File: src/rtl/aes_ctrl_pkg.sv
// Shared types and helpers for the AES stream job controller.
// Latency: n/a (types, constants and a pure function only).
// Backpressure: n/a.
package aes_ctrl_pkg;

    typedef enum logic [1:0] {
        ST_IDLE  = 2'd0,
        ST_CLEAR = 2'd1,
        ST_RUN   = 2'd2,
        ST_DONE  = 2'd3
    } ctrl_state_e;

    // One 128-bit AES block is four 32-bit stream words.
    localparam int unsigned WORDS_PER_BLOCK = 4;

    // Word count for a job; callers keep the block count below 2**30.
    function automatic int unsigned total_words(input int unsigned nblocks);
        return nblocks * WORDS_PER_BLOCK;
    endfunction

endpackage

File: src/rtl/aes_ctrl_hs_cnt.sv
// Handshake counter with limit compare; one instance per stream side.
// Latency: count updates the cycle after a fire; open/last are combinational on the count.
// Backpressure: none of its own; the parent gates fires with the open flag.
module aes_ctrl_hs_cnt #(
    parameter int W = 18
) (
    input  logic         clk,
    input  logic         rst_n,
    input  logic         clr,
    input  logic         inc,
    input  logic [W-1:0] limit,
    output logic         open,
    output logic         last
);

    logic [W-1:0] cnt;

    // Count accepted transfers; a clear wins over a simultaneous fire.
    always_ff @(posedge clk or negedge rst_n) begin
        if (!rst_n) begin
            cnt <= '0;
        end else if (clr) begin
            cnt <= '0;
        end else if (inc) begin
            cnt <= cnt + W'(1);
        end
    end

    assign open = (cnt != limit);
    assign last = (cnt == limit - W'(1));

endmodule

File: src/rtl/aes_stream_ctrl.sv
// Job sequencer for stacker -> AES -> unstacker: clears, enables, gates 4*N words in, counts 4*N out.
// Latency: start sampled at edge k -> clear in cycle k+1 -> words accepted from cycle k+2; done 1 cycle after last output.
// Backpressure: pure combinational gating of valid/ready; source closed once the job's words are in.
// Optional perf counters built when AES_STREAM_CTRL_PERF_EN is defined, otherwise tied to zero.
module aes_stream_ctrl
    import aes_ctrl_pkg::*;
#(
    parameter int BLK_W  = 16,
    parameter int WORD_W = 32
) (
    input  logic             clk_i,
    input  logic             rst_ni,
    input  logic             clr_i,
    input  logic             start_i,
    input  logic [BLK_W-1:0] nblocks_i,
    output logic             busy_o,
    output logic             done_o,
    output logic             stk_clr_o,
    output logic             stk_enable_o,
    input  logic             src_valid_i,
    output logic             src_ready_o,
    output logic             stk_valid_o,
    input  logic             stk_ready_i,
    input  logic             unstk_valid_i,
    output logic             unstk_ready_o,
    output logic             out_valid_o,
    input  logic             out_ready_i,
    output logic [31:0]      perf_run_o,
    output logic [31:0]      perf_stall_o
);

    localparam int CNT_W = BLK_W + 2;

    // Word data bypasses this block; the width is carried for documentation of the stream.
    logic word_w_unused;
    assign word_w_unused = (WORD_W > 0);

    ctrl_state_e      state_q, state_d;
    logic [CNT_W-1:0] total_q;
    logic             load_total;
    logic             clear_state;
    logic             in_gate, out_gate;
    logic             in_open, in_last_unused;
    logic             out_open_unused, out_last;
    logic             in_fire, out_fire;
    logic             cnt_clr;

    // State register.
    always_ff @(posedge clk_i or negedge rst_ni) begin
        if (!rst_ni) begin
            state_q <= ST_IDLE;
        end else begin
            state_q <= state_d;
        end
    end

    // Job length latched when a non-empty job is accepted in IDLE.
    always_ff @(posedge clk_i or negedge rst_ni) begin
        if (!rst_ni) begin
            total_q <= '0;
        end else if (load_total && !clr_i) begin
            total_q <= CNT_W'(total_words(32'(nblocks_i)));
        end
    end

    // Next-state and per-state gating; soft clear overrides everything.
    always_comb begin
        state_d     = state_q;
        load_total  = 1'b0;
        clear_state = 1'b0;
        busy_o      = 1'b0;
        done_o      = 1'b0;
        stk_enable_o = 1'b0;
        in_gate     = 1'b0;
        out_gate    = 1'b0;
        case (state_q)
            ST_IDLE: begin
                if (start_i) begin
                    if (nblocks_i != '0) begin
                        load_total = 1'b1;
                        state_d    = ST_CLEAR;
                    end else begin
                        state_d = ST_DONE;
                    end
                end
            end
            ST_CLEAR: begin
                busy_o      = 1'b1;
                clear_state = 1'b1;
                state_d     = ST_RUN;
            end
            ST_RUN: begin
                busy_o       = 1'b1;
                stk_enable_o = 1'b1;
                in_gate      = in_open;
                out_gate     = 1'b1;
                if (out_fire && out_last) begin
                    state_d = ST_DONE;
                end
            end
            ST_DONE: begin
                done_o  = 1'b1;
                state_d = ST_IDLE;
            end
            default: state_d = ST_IDLE;
        endcase
        if (clr_i) begin
            state_d = ST_IDLE;
        end
    end

    assign stk_valid_o   = src_valid_i & in_gate;
    assign src_ready_o   = stk_ready_i & in_gate;
    assign out_valid_o   = unstk_valid_i & out_gate;
    assign unstk_ready_o = out_ready_i & out_gate;
    assign stk_clr_o     = clear_state | clr_i;

    assign in_fire  = stk_valid_o & stk_ready_i;
    assign out_fire = out_valid_o & out_ready_i;
    assign cnt_clr  = clr_i | clear_state;

    aes_ctrl_hs_cnt #(.W(CNT_W)) u_in_cnt (
        .clk   (clk_i),
        .rst_n (rst_ni),
        .clr   (cnt_clr),
        .inc   (in_fire),
        .limit (total_q),
        .open  (in_open),
        .last  (in_last_unused)
    );

    aes_ctrl_hs_cnt #(.W(CNT_W)) u_out_cnt (
        .clk   (clk_i),
        .rst_n (rst_ni),
        .clr   (cnt_clr),
        .inc   (out_fire),
        .limit (total_q),
        .open  (out_open_unused),
        .last  (out_last)
    );

`ifdef AES_STREAM_CTRL_PERF_EN
    logic [31:0] perf_run_q, perf_stall_q;

    // RUN-cycle and sink-stall counters; zeroed on job accept or soft clear, saturating, held after done.
    always_ff @(posedge clk_i or negedge rst_ni) begin
        if (!rst_ni) begin
            perf_run_q   <= '0;
            perf_stall_q <= '0;
        end else if (clr_i || load_total) begin
            perf_run_q   <= '0;
            perf_stall_q <= '0;
        end else if (state_q == ST_RUN) begin
            if (perf_run_q != '1) begin
                perf_run_q <= perf_run_q + 32'd1;
            end
            if (out_valid_o && !out_ready_i && (perf_stall_q != '1)) begin
                perf_stall_q <= perf_stall_q + 32'd1;
            end
        end
    end

    assign perf_run_o   = perf_run_q;
    assign perf_stall_o = perf_stall_q;
`else
    assign perf_run_o   = '0;
    assign perf_stall_o = '0;
`endif

endmodule

File: config.mk
export PLATFORM = sky130hd
export DESIGN_NAME = aes_stream_ctrl
export DESIGN_NICKNAME = d
export VERILOG_FILES = /design/src/rtl/aes_ctrl_pkg.sv /design/src/rtl/aes_ctrl_hs_cnt.sv /design/src/rtl/aes_stream_ctrl.sv
export SDC_FILE = /design/constraint.sdc
export NUM_CORES = 1
export LEC_CHECK = 0
export ABC_AREA = 1
export BUFFER_PORTS_ARGS = -buffer_cell sky130_fd_sc_hd__buf_4
export CAP_MARGIN = 30
export CORE_MARGIN = 5
export CORE_UTILIZATION = 50
export CTS_BUF_LIST = sky130_fd_sc_hd__clkbuf_8 sky130_fd_sc_hd__clkbuf_16
export DETAILED_ROUTE_END_ITERATION = 8
export PLACE_DENSITY = 0.86
export SKIP_CTS_REPAIR_TIMING = 1
export SYNTH_ARGS = -nofsm -noshare
export SYNTH_HDL_FRONTEND = slang
export SYNTH_SLANG_ARGS = --single-unit
File: constraint.sdc
create_clock -name clk_i -period 2.2 [get_ports clk_i]
set_clock_uncertainty 0.05 [all_clocks]
set_input_delay 0 -clock clk_i [delete_from_list [all_inputs] [get_ports clk_i]]
set_output_delay 0 -clock clk_i [all_outputs]
set_load 0.01 [all_outputs]
==> metrics.md <==
| Metric | Value |
|---|---|
| Status | complete, no violations |
| Seq/Total Area, Yosys | between 30% and 40% |
| Wirelength per Cell | roughly 14 um |
| Gate count of the mapped netlist | roughly 630 |
| Share of cells above drive strength 1 | 11.7% |
| Nets | roughly 710 |
| Port Buffers | 31 |
| Reg2reg start | state_q[0] |
| Remaining DRCs | 0 |
| Die Span Y | between 100 and 150 um |
| Clock slew at reported path FFs | about 100 ps |
| Vias post-DR | roughly 4000 |
| Ant. Diodes | 0 |
| Register area | approximately 0.0014 mm^2 |
| Final setup violation count | 0 |
| Synth top area share | approximately a third |
| Die area | about 0.011 mm^2 |
| Multi-input logic area | ~0.0025 mm^2 |
| Critical Path End Type | flip-flop |
| Post-Route WL | about 11000 um |
| Tcrit/Tclk final | 93.8% |
| Global placement routability congestion | 0.944 |
| Mapped Avg Cell Area | between 6 and 7 um^2 |
| Total core area | about 0.0083 mm^2 |
| Required @ worst endpoint | between 2000 and 2500 ps |
| Clock Sink Count | 54 |
| Grt ovf | 0 |
| Placed Area | approximately 0.0044 mm^2 |
| Root Buffer Master | clkbuf_8 |
| Most frequent cells in the layout | nand2_1 (141), nor2_1 (79), conb_1 (64) |
| Largest net degree at the start of global routing | 55 |
| Synth area leader | dfrtp_1 |
| Crit path kind | flip-flop to flip-flop |
| Hold Slack | roughly 36 ps |
| Worst vdd ir | 0.436 mV |
| Pre-CTS WS | around 48 ps |
| Min-delay src | start_i |
| Power per cell area | between 700 and 800 mW/mm^2 |
| Synth Register Bits | 54 |
| Synth area leaders | dfrtp_1 (31%), nand2_1 (12%), buf_4 (12%) |
| RSZ-0062 raised after global routing | true |
| Final Util | roughly 58% |
| Ports | 96 |
| Startpoint types | flip-flop |
| Final Critical Period | between 2000 and 2500 ps |
| Hold Vio Cnt, Final | 0 |
| Initial Utilization | 51.9% |
| Fillcell total | ~740 |
| Detailed Place HPWL | approximately 8200 um |
| Share of flip-flops with an asynchronous set or reset | 100% |
| Violation count after the first detailed-route iteration | between 200 and 300 |
| Cell area after synthesis | 0.00431 mm^2 |
| Worst slew pin tran | between 700 and 800 ps |
| Final Slew Violations | 0 |
| CTS tree | yes |
| EDFF count, synth | 0 |
| CTS Buffer Depth | 2 |
| Synth warnings | 0 |
| Arr. time, crit path | roughly 2300 ps |
| Area grow syn2layout | 11.1% |
| Crit Path Max Fanout | 4 |
| Clk_lat worst skew | 320 ps |
| First-pass GRT wire length | 16700 um |
| Initial antenna violation count | 0 |
| 1st-pass router iterations | 6 |
| CTS H-tree lvls | 2 |
| DRT antenna net count | 0 |
| Final worst setup slack | roughly 140 ps |
| Fin area | 0.00479 mm^2 |
| Total track usage | between 15 and 20% |
| Top_reg_cell synth | dfrtp_1 |
| Total CTS buffers | 5 |
| Commonest non-fill, non-tap cell in the layout | nand2_1 |
| Die width | a little over 100 um |
| Yosys cell types | 37 |
| Normalized max-slew margin | just over 50% |
| Drt via density | between 5 and 6 |
| LEAKAGE | ~2.4 nW |
| Number of max-cap violations | 0 |
| # rows | 33 |
| Vias in the first global route | roughly 3600 |
| Total power | roughly 3.6 mW |
| Maximum clock frequency | 485 MHz |
| Critical Path Start | state_q[0] |
| Min-Delay Path Class | input pin to flip-flop |
-- routing by layer --
layer | share of wire [%] | vias up | routed length, um | track usage [%]
met5 | 0 | - | 0 | 0
met4 | 2.4 | 0 | 257 | 5.88
met3 | 6.3 | 19 | 681 | 2.44
met2 | 51 | 160 | 5580 | 36.0
met1 | 40 | 1862 | 4320 | 24.2
li1 | - | 1968 | - | -
-- cell families (layout without fill, tap and decap cells) --
kind of cell             count (synthesis)  count (layout)  share of synthesized area (%)
AO/OA/AOI/OAI                           48              48                           5.87
XOR/XNOR                                32              32                           6.51
adder cells (fa/ha/maj)                  8               8                           2.32
buffers and inverters                  146             134                           18.6
flip-flops                              54              54                           31.4
other                                    1              64                         0.0870
AND/OR/NAND/NOR                        338             338                           35.2
-- registers in the layout, summed over array words and instances (netlist names) --
name           cells
u_in_cnt.cnt      18
state_q            2
total_q           16
u_out_cnt.cnt     18
-- path summary, 6_finish.rpt --
kind	to	slack [ps]	depth (start not counted)
max reg2reg	u_out_cnt.cnt[17]	140	13
max in group asynchronous	total_q[2]	1400	2
min in group asynchronous	u_out_cnt.cnt[3]	210	2
min	state_q[1]	40	5
max	u_out_cnt.cnt[17]	140	13
min reg2reg	u_in_cnt.cnt[1]	510	2
-- power breakdown --
group,switching (mW),internal [mW],total (mW)
registers,0.285,1.15,1.43
clock network,0.332,0.251,0.582
logic,0.959,0.593,1.55
total,1.58,1.99,3.57
-- synthesized netlist by cell type (all sizes together) (2+ instances only) --
cell / instances
nor4: 5
a21oi: 25
buf: 71
nand3: 52
o22ai: 2
nand2: 147
xor2: 18
nor3: 14
o21ai: 17
inv: 63
ha: 8
nand3b: 4
nor2: 91
nor3b: 3
dfrtp: 54
clkinv: 2
xnor2: 14
clkbuf: 10
nand4: 21
-- critical path, stage by stage, from the launching register on --
cell	delay, ps
dfrtp_1	430
inv_2	100
ha_4	160
nand2_4	50
inv_2	70
nand2_4	80
nor2_4	130
nand2_2	80
nor3_4	270
nand3_2	150
nor2_4	160
nand3_2	80
nand2_1	60
nor3b_2	130
-- cell type report --
| type | instances | area share, % |
|---|---|---|
| multi-input combinational | 490 | 51.4 |
| clock buffer | 6 | 1.73 |
| tap | 105 | 2.74 |
| sequential | 54 | 28.3 |
| inverter | 65 | 5.10 |
| timing repair buffer | 61 | 10.6 |
| clock inverter | 2 | 0.183 |
-- through the flow --
step	setup TNS, ps	instances
floorplan	0	690
global placement	0	754
detailed placement	0	754
CTS	0	762
global route	-4.26	783
finish	0	783
Power figures use the tool's default switching activity.
